File: src/rtl/axis_pkt_arbiter.sv
// axis_pkt_arbiter: packet-atomic round-robin merge of AXI4-Stream sources.
// Define AXIS_PKT_ARBITER_PKTCNT_EN to add per-port packet counters (PKT_COUNT).
module axis_pkt_arbiter #(
  parameter int C_TDATA_WIDTH = 32,
  parameter int C_NUM_SLAVES  = 2,
  parameter int C_IDX_WIDTH   = 3
) (
  input  logic                                   ACLK,
  input  logic                                   ARESETN,
  input  logic [C_NUM_SLAVES-1:0]                S_AXIS_TVALID,
  input  logic [C_NUM_SLAVES*C_TDATA_WIDTH-1:0]  S_AXIS_TDATA,
  input  logic [C_NUM_SLAVES*C_TDATA_WIDTH/8-1:0] S_AXIS_TKEEP,
  input  logic [C_NUM_SLAVES-1:0]                S_AXIS_TLAST,
  output logic [C_NUM_SLAVES-1:0]                S_AXIS_TREADY,
  output logic                                   M_AXIS_TVALID,
  output logic [C_TDATA_WIDTH-1:0]               M_AXIS_TDATA,
  output logic [C_TDATA_WIDTH/8-1:0]             M_AXIS_TKEEP,
  output logic                                   M_AXIS_TLAST,
  input  logic                                   M_AXIS_TREADY,
  output logic [C_IDX_WIDTH-1:0]                 GRANT_IDX,
`ifdef AXIS_PKT_ARBITER_PKTCNT_EN
  output logic [C_NUM_SLAVES*32-1:0]             PKT_COUNT,
`endif
  output logic                                   BUSY
);

  localparam int KW = C_TDATA_WIDTH / 8;

  typedef enum logic {IDLE, XFER} state_t;

  state_t                   state_q, state_d;
  logic [C_IDX_WIDTH-1:0]   grant_q, grant_d;
  logic [C_IDX_WIDTH-1:0]   ptr_q, ptr_d;
  logic                     busy_q, busy_d;
  logic [C_IDX_WIDTH-1:0]   winner;
  logic                     found;
  logic [2*C_NUM_SLAVES-1:0] req2;
  logic [2*C_NUM_SLAVES-1:0] req_rot;
  logic                     last_xfer;
  int                       sum;

  assign GRANT_IDX = grant_q;
  assign BUSY      = busy_q;

  // Rotate requests so bit 0 is the pointer port, then take the first set bit.
  always_comb begin
    req2    = {S_AXIS_TVALID, S_AXIS_TVALID};
    req_rot = req2 >> ptr_q;
    winner  = '0;
    found   = 1'b0;
    sum     = 0;
    for (int i = 0; i < C_NUM_SLAVES; i++) begin
      if (!found && req_rot[i]) begin
        found = 1'b1;
        sum   = int'(ptr_q) + i;
        if (sum >= C_NUM_SLAVES) sum = sum - C_NUM_SLAVES;
        winner = C_IDX_WIDTH'(sum);
      end
    end
  end

  // Combinational pass-through from the granted port while locked.
  always_comb begin
    M_AXIS_TVALID = 1'b0;
    M_AXIS_TDATA  = '0;
    M_AXIS_TKEEP  = '0;
    M_AXIS_TLAST  = 1'b0;
    S_AXIS_TREADY = '0;
    if (state_q == XFER) begin
      for (int i = 0; i < C_NUM_SLAVES; i++) begin
        if (grant_q == C_IDX_WIDTH'(i)) begin
          M_AXIS_TVALID    = S_AXIS_TVALID[i];
          M_AXIS_TDATA     = S_AXIS_TDATA[i*C_TDATA_WIDTH +: C_TDATA_WIDTH];
          M_AXIS_TKEEP     = S_AXIS_TKEEP[i*KW +: KW];
          M_AXIS_TLAST     = S_AXIS_TLAST[i];
          S_AXIS_TREADY[i] = M_AXIS_TREADY;
        end
      end
    end
  end

  assign last_xfer = (state_q == XFER) && M_AXIS_TVALID &&
                     M_AXIS_TREADY && M_AXIS_TLAST;

  // Next state: lock on a winner in IDLE, release after the TLAST beat.
  always_comb begin
    state_d = state_q;
    grant_d = grant_q;
    ptr_d   = ptr_q;
    busy_d  = busy_q;
    unique case (state_q)
      IDLE: begin
        if (found) begin
          grant_d = winner;
          busy_d  = 1'b1;
          state_d = XFER;
        end
      end
      XFER: begin
        if (last_xfer) begin
          if (grant_q == C_IDX_WIDTH'(C_NUM_SLAVES - 1)) ptr_d = '0;
          else ptr_d = grant_q + 1'b1;
          busy_d  = 1'b0;
          state_d = IDLE;
        end
      end
      default: state_d = IDLE;
    endcase
  end

  // Arbitration state registers.
  always_ff @(posedge ACLK or negedge ARESETN) begin
    if (!ARESETN) begin
      state_q <= IDLE;
      grant_q <= '0;
      ptr_q   <= '0;
      busy_q  <= 1'b0;
    end else begin
      state_q <= state_d;
      grant_q <= grant_d;
      ptr_q   <= ptr_d;
      busy_q  <= busy_d;
    end
  end

`ifdef AXIS_PKT_ARBITER_PKTCNT_EN
  logic [C_NUM_SLAVES-1:0][31:0] cnt_q, cnt_d;

  assign PKT_COUNT = cnt_q;

  // Count completed packets of the granted port; wraps naturally.
  always_comb begin
    cnt_d = cnt_q;
    if (last_xfer) begin
      for (int i = 0; i < C_NUM_SLAVES; i++) begin
        if (grant_q == C_IDX_WIDTH'(i)) cnt_d[i] = cnt_q[i] + 32'd1;
      end
    end
  end

  // Packet counter registers.
  always_ff @(posedge ACLK or negedge ARESETN) begin
    if (!ARESETN) cnt_q <= '0;
    else cnt_q <= cnt_d;
  end
`endif

endmodule

File: config.mk
export PLATFORM = sky130hd
export DESIGN_NAME = axis_pkt_arbiter
export DESIGN_NICKNAME = d
export VERILOG_FILES = /design/src/rtl/axis_pkt_arbiter.sv
export SDC_FILE = /design/constraint.sdc
export NUM_CORES = 1
export LEC_CHECK = 0
export ABC_CLOCK_PERIOD_IN_PS = 2730
export CAP_MARGIN = 30
export CORE_MARGIN = 2
export CORE_UTILIZATION = 30
export CTS_BUF_LIST = sky130_fd_sc_hd__clkbuf_16
export CTS_CLUSTER_SIZE = 10
export DETAILED_ROUTE_END_ITERATION = 8
export PLACE_DENSITY = 0.95
export SYNTH_ARGS = -nofsm -noshare
export SYNTH_HDL_FRONTEND = slang
export SYNTH_SLANG_ARGS = --single-unit
File: constraint.sdc
create_clock -name ACLK -period 2.73 [get_ports ACLK]
set_input_delay 0.6825 -clock ACLK [delete_from_list [all_inputs] [get_ports ACLK]]
set_output_delay 0.6825 -clock ACLK [all_outputs]
set_load 0.02 [all_outputs]
==> results of run 1 <==
[per-layer routing]
layer,share of wire [%],vias up
met5,0,-
met4,0,0
met3,6.6,0
met2,56,47
met1,37,671
li1,-,716
[Yosys cell counts (all sizes together)]
cell | n | area [sq um]
or3b | 2 | 17.52
xnor2 | 1 | 8.760
dfrtp | 8 | 200.2
ha | 5 | 62.56
and4b | 1 | 13.76
mux2i | 40 | 400.4
nor2b | 1 | 6.260
nor4 | 1 | 6.260
inv | 7 | 26.28
a22oi | 1 | 7.510
o211ai | 1 | 7.510
o21ai | 4 | 20.02
buf | 9 | 43.79
a211oi | 2 | 20.02
a21boi | 1 | 7.510
nand2 | 4 | 15.01
xor2 | 1 | 8.760
nor2 | 44 | 167.7
nand4bb | 1 | 11.26
nand3 | 1 | 5.000
o2111ai | 1 | 8.760
a21oi | 1 | 5.000
[cell usage in the layout (no fill, tap or decap), types with 2 or more instances in the layout]
| cell type | n |
|---|---|
| buf_4 | 7 |
| clkbuf_16 | 3 |
| clkdlybuf4s50_1 | 87 |
| dfrtp_1 | 7 |
| dlymetal6s2s_1 | 34 |
| ha_1 | 5 |
| inv_1 | 8 |
| mux2i_1 | 40 |
| nand2_1 | 4 |
| nor2_1 | 43 |
| o21ai_0 | 2 |
| o21ai_1 | 2 |
| or3b_1 | 2 |
[cell families (layout without fill, tap and decap cells)]
logic type	Yosys count	after routing	share of synthesized area, %
simple gates	55	55	22.69
compound gates	11	11	7.135
fa+ha+maj	5	5	5.848
xor+xnor	2	2	1.638
flops	8	8	18.71
mux	40	40	37.43
buf+inv	16	141	6.550
[area by class of cell]
class / instances / area share [%]
Clock buffer: 3 / 2.954
Inverter: 7 / 1.034
Clock inverter: 1 / 0.1477
Tap cell: 46 / 2.265
Sequential cell: 8 / 7.927
Timing Repair Buffer: 130 / 54.21
Multi-Input combinational cell: 113 / 31.46
[report_power, final]
part | switching, W | internal (W) | leakage (nW)
Sequential | 0.000103 | 0.000174 | 0.0958
Combinational | 0.00121 | 0.00111 | 1.39
Clock | 0.0000557 | 0.000191 | 0.0423
[repair_timing]
action | CTS | global route
cloned | 0 | 0
hold endpoints to repair | 0 | 0
endpoints found under the setup margin | 1 | 34
resized for setup | 1 | 34
hold buffers | 0 | 0
[worst max path at each step]
stage,depth (start not counted),slack [ns],endpoint
2_1_floorplan,4,0.53,M_AXIS_TDATA[0]
3_3_place_gp,4,0.005,S_AXIS_TREADY[0]
3_5_place_dp,4,0.01,S_AXIS_TREADY[0]
4_1_cts,4,0.005,S_AXIS_TREADY[1]
5_1_grt,4,0.0004,M_AXIS_TDATA[10]
6_report,4,0.08,M_AXIS_TDATA[13]
[per-stage QoR]
stage | util [%] | hold WS, ns | cells | cell area [sq um] | total power (W)
5_1_grt | 74.97 | 0.5857 | 308 | 2541 | 0.003024
3_5_place_dp | 70.17 | 0.5362 | 304 | 2379 | 0.002673
2_1_floorplan | - | 0.3869 | 137 | 1070 | 0.001583
3_3_place_gp | 70.17 | 0.5283 | 304 | 2379 | 0.002632
4_1_cts | 72.46 | 0.5443 | 308 | 2456 | 0.002927
6_report | 74.97 | 0.5391 | 308 | 2541 | 0.002837
[state kept, by name (all words and copies together) (netlist names)]
| signal | cells |
|---|---|
| BUSY | 1 |
| state_q | 1 |
| ptr_q | 3 |
| GRANT_IDX | 3 |
[worst max-delay path: cells and delay by family (launching register included)]
kind                   cells  cell delay, ns
buffers and inverters      2            0.82
AND/OR/NAND/NOR            2            0.52
flip-flops                 1            0.40
==> qor.csv, run 1 <==
metric,value,unit
final_nets,347,
numCtsBuffers,3,
diodes,0,
antenna_found_initial,0,
r2r_end,ptr_q[0],
hpwl,3.606,mm
synth_warnings,0,
fin_crit,2.653,ns
rrSetupSlack,0.91,ns
syn_nets,221,
gp_congestion,0.8527,
coreArea,3390,sq um
drcViolationCount,0,
path_max_fanout,18,
clock-root-buffer,clkbuf_16,
die_y,63.72,um
tritoncts,yes,
synth_cells,137,
drive_above_1_share,5.725,%
min_from,GRANT_IDX[1],
overflow,0,
rsz0062_at_grt,no,
io_pins,123,
start_util,31.56,%
hold_end,GRANT_IDX[1],
use_met3,4.821,%
num_rows,21,
reg2reg_from,GRANT_IDX[2],
cp.arrival,1.97,ns
gr-usage-all-layers,20.46,%
dieWidth,63.72,um
finalCritPeriodShare,97.17,%
numPortBuffers,122,
die_area,4060,sq um
ir_drop,702.9,uV
ys_ff_latch,8,
final_antenna_net_count,0,
dp_slack,0.01083,ns
hold_depth,2,
setup_ws,0.07730,ns
cpMaxStageDelayCell,clkdlybuf4s50_1,
post_cts_buffers,0,
syn_area,1070,sq um
met1_usage,21.44,%
status,"complete, no violations",
via_per_inst,4.656,
fillCellCount,251,
cpPeakStageDelay,0.60,ns
finalSetupViolations,0,
drt_iter0_markers,29,
p_per_area,1116,nW/um^2
ys_types,26,
syn_avg_cell_area,7.809,sq um
yosysSeqAreaShare,18.71,%
fin_tns_setup,0,ns
startpoint_type,flip-flop,
cellLeakagePower,1.532,nW
grt-busiest-layer,met2,
wl_per_cell,14.58,um
hold_viol,0,
drv_cap,0,
grt_start_max_net_pins,23,
cts_buffer_depth,2,
clock_skew,0.002439,ns
firstDrtPassIters,4,
hp-class,flip-flop to flip-flop,
path_class,flip-flop to output pin,
regArea,201.4,sq um
crit_chain,or3b_1 -> buf_4 -> nor2_1 -> clkdlybuf4s50_1,
totalWireLength,4.491,mm
multi_input_area,799.5,sq um
grt_pass1_vias,1392,
clk_pin_slew,0.04,ns
cts_sinks,8,
slew_headroom,67.35,%
cp.required,2.05,ns
reg2reg_depth,6,
worstMarginPinSlew,0.4875,ns
htree_levels,1,
grt_pass1_wl,6.672,mm
cp-end-kind,output pin,
slew_viol_final,0,
syn2layout_area_growth,137.5,%
vias,1434,
fmax,377.0,MHz
use_met2,42.24,%
clk_latency,0.23,ns
critPathLaunch,GRANT_IDX[2],
Power figures use the tool's default switching activity.
==> inputs of run 2 (changes only) <==
ABC_CLOCK_PERIOD_IN_PS = 3200   (was 2730)
CORE_ASPECT_RATIO = 1.1   (was default)
clock period = 3.2 ns   (was 2.73 ns; I/O delays follow)
==> run 2 against run 1 <==
Against the previous run:
- first-iteration DRC count up 120%
- clock power decreased by 12%
- total power is 13% lower
- critical path depth is the same
- routed wire length shrank 9.7%
- largest cell class unchanged
==> qor.csv, run 2 (synthesis gave the netlist of run 1 again) <==
metric,value,unit,change
hp-class,flip-flop to flip-flop,,
setup_ws,0.1930,ns,+0.1157 ns
clk_latency,0.24,ns,about the same
htree_levels,1,,unchanged
diodes,0,,unchanged
path_class,primary input to output pin,,
cellLeakagePower,1.053,nW,-31%
path_max_fanout,6,,-12
critPathLaunch,S_AXIS_TVALID[1],,
status,"complete, no violations",,
clock_skew,0.004574,ns,+0.002135 ns
regArea,201.4,sq um,unchanged
rrSetupSlack,1.50,ns,+0.59 ns
ctsHoldBuffers,0,,unchanged
io_pins,123,,unchanged
hpwl,3.379,mm,-6.3%
drcViolationCount,0,,unchanged
multi_input_area,799.5,sq um,unchanged
startpoint_type,primary input,,
ir_drop,731.8,uV,+4.1%
coreArea,3386,sq um,-0.11%
drive_above_1_share,4.264,%,-1.5 points
cts_buffer_depth,2,,unchanged
fmax,332.6,MHz,
cp-end-kind,output pin,,
grt_pass1_vias,1269,,-8.8%
critPathCapture,M_AXIS_TVALID,,
firstDrtPassIters,2,,-2
reg2reg_depth,5,,-1
r2r_end,ptr_q[0],,
clock-root-buffer,clkbuf_16,,
cp.arrival,2.21,ns,+0.24 ns
antenna_found_initial,0,,unchanged
gr-usage-all-layers,18.46,%,-2.0 points
overflow,0,,unchanged
final_nets,343,,-1.2%
die_area,4060,sq um,about the same
gp_congestion,0.8078,,-5.3%
start_util,31.60,%,+0.035 points
post_cts_buffers,0,,unchanged
cts_sinks,8,,unchanged
cts.repair.resized,0,,-1
die_y,66.63,um,+4.6%
p_total,0.002460,W,-13%
fin_tns_setup,0,ns,unchanged
final_common_cell,clkdlybuf4s50_1,,
syn2layout_area_growth,127.1,%,
slew_headroom,60.07,%,-7.3 points
rsz0062_at_grt,no,,
clk_pin_slew,0.04,ns,about the same
grt_pass1_wl,5.699,mm,-15%
numCtsBuffers,3,,unchanged
num_rows,22,,+4.8%
numPortBuffers,122,,unchanged
tritoncts,yes,,
finalSetupViolations,0,,unchanged
dp_slack,0.1982,ns,+0.1874 ns
reg2reg_from,GRANT_IDX[1],,
totalWireLength,4.055,mm,-9.7%
final_antenna_net_count,0,,unchanged
worstMarginPinSlew,0.5990,ns,+0.1115 ns
via_per_inst,4.644,,-0.26%
post-route-cell-area,2430,sq um,-4.4%
vias,1421,,-0.91%
fillCellCount,256,,+2.0%
p_per_area,1013,nW/um^2,-9.3%
fin_crit,3.007,ns,
slew_viol_final,0,,unchanged
placed_cell_area,2351,sq um,-1.2%
drv_cap,0,,unchanged
drt_iter0_markers,64,,+120%
finalCritPeriodShare,93.97,%,
hold_viol,0,,unchanged
dieWidth,60.94,um,-4.4%
cp.required,2.40,ns,+0.35 ns
wl_per_cell,13.25,um,-9.1%
grt_start_max_net_pins,22,,-4.3%
final_cell_mix,"clkdlybuf4s50_1, nor2_1, mux2i_1",,
## run 2: report_power, final
part,switching (W),total (W),internal [W]
Sequential,0.000114,0.000262,0.000148
Clock,0.0000539,0.000217,0.000163
Combinational,0.000995,0.00198,0.000986
## run 2: how the worst min path moves through the flow
stage	slack, ns	cells past startpoint	endpoint	startpoint
after floorplan	0.50	0	BUSY	ARESETN
after global placement	0.52	2	GRANT_IDX[2]	GRANT_IDX[2]
final	0.55	2	GRANT_IDX[2]	GRANT_IDX[2]
after global routing	0.56	2	BUSY	BUSY
after CTS	0.55	2	GRANT_IDX[2]	GRANT_IDX[2]
after detailed placement	0.54	2	GRANT_IDX[2]	GRANT_IDX[2]
## run 2: routing by layer
layer	track usage, %	vias up	share of wire [%]
li1	-	709	-
met1	19.88	636	35
met2	34.01	70	52
met3	5.437	6	12
met4	5.163	0	1.5
met5	0	-	0
## run 2: layout make-up
| class | count | area share, % |
|---|---|---|
| multi-input combinational | 113 | 32.90 |
| inverter | 7 | 1.081 |
| clock buffer | 3 | 3.090 |
| clock inverter | 1 | 0.1545 |
| timing repair buffer | 126 | 52.01 |
| sequential | 8 | 8.290 |
| tap | 48 | 2.472 |
## run 2: critical path, cell delays in order
cell and delay (ns):
clkdlybuf4s50_1 0.55, mux2i_1 0.12, nor2_2 0.13, clkdlybuf4s50_1 0.61
## run 2: metrics by stage
stage / std cells / hold slack, ns / util (%)
2_1_floorplan: 137 / 0.5044 / -
4_1_cts: 306 / 0.5476 / 71.77
5_1_grt: 306 / 0.5627 / 71.77
6_report: 306 / 0.5452 / 71.77
3_5_place_dp: 302 / 0.5399 / 69.44
3_3_place_gp: 302 / 0.5174 / 69.44
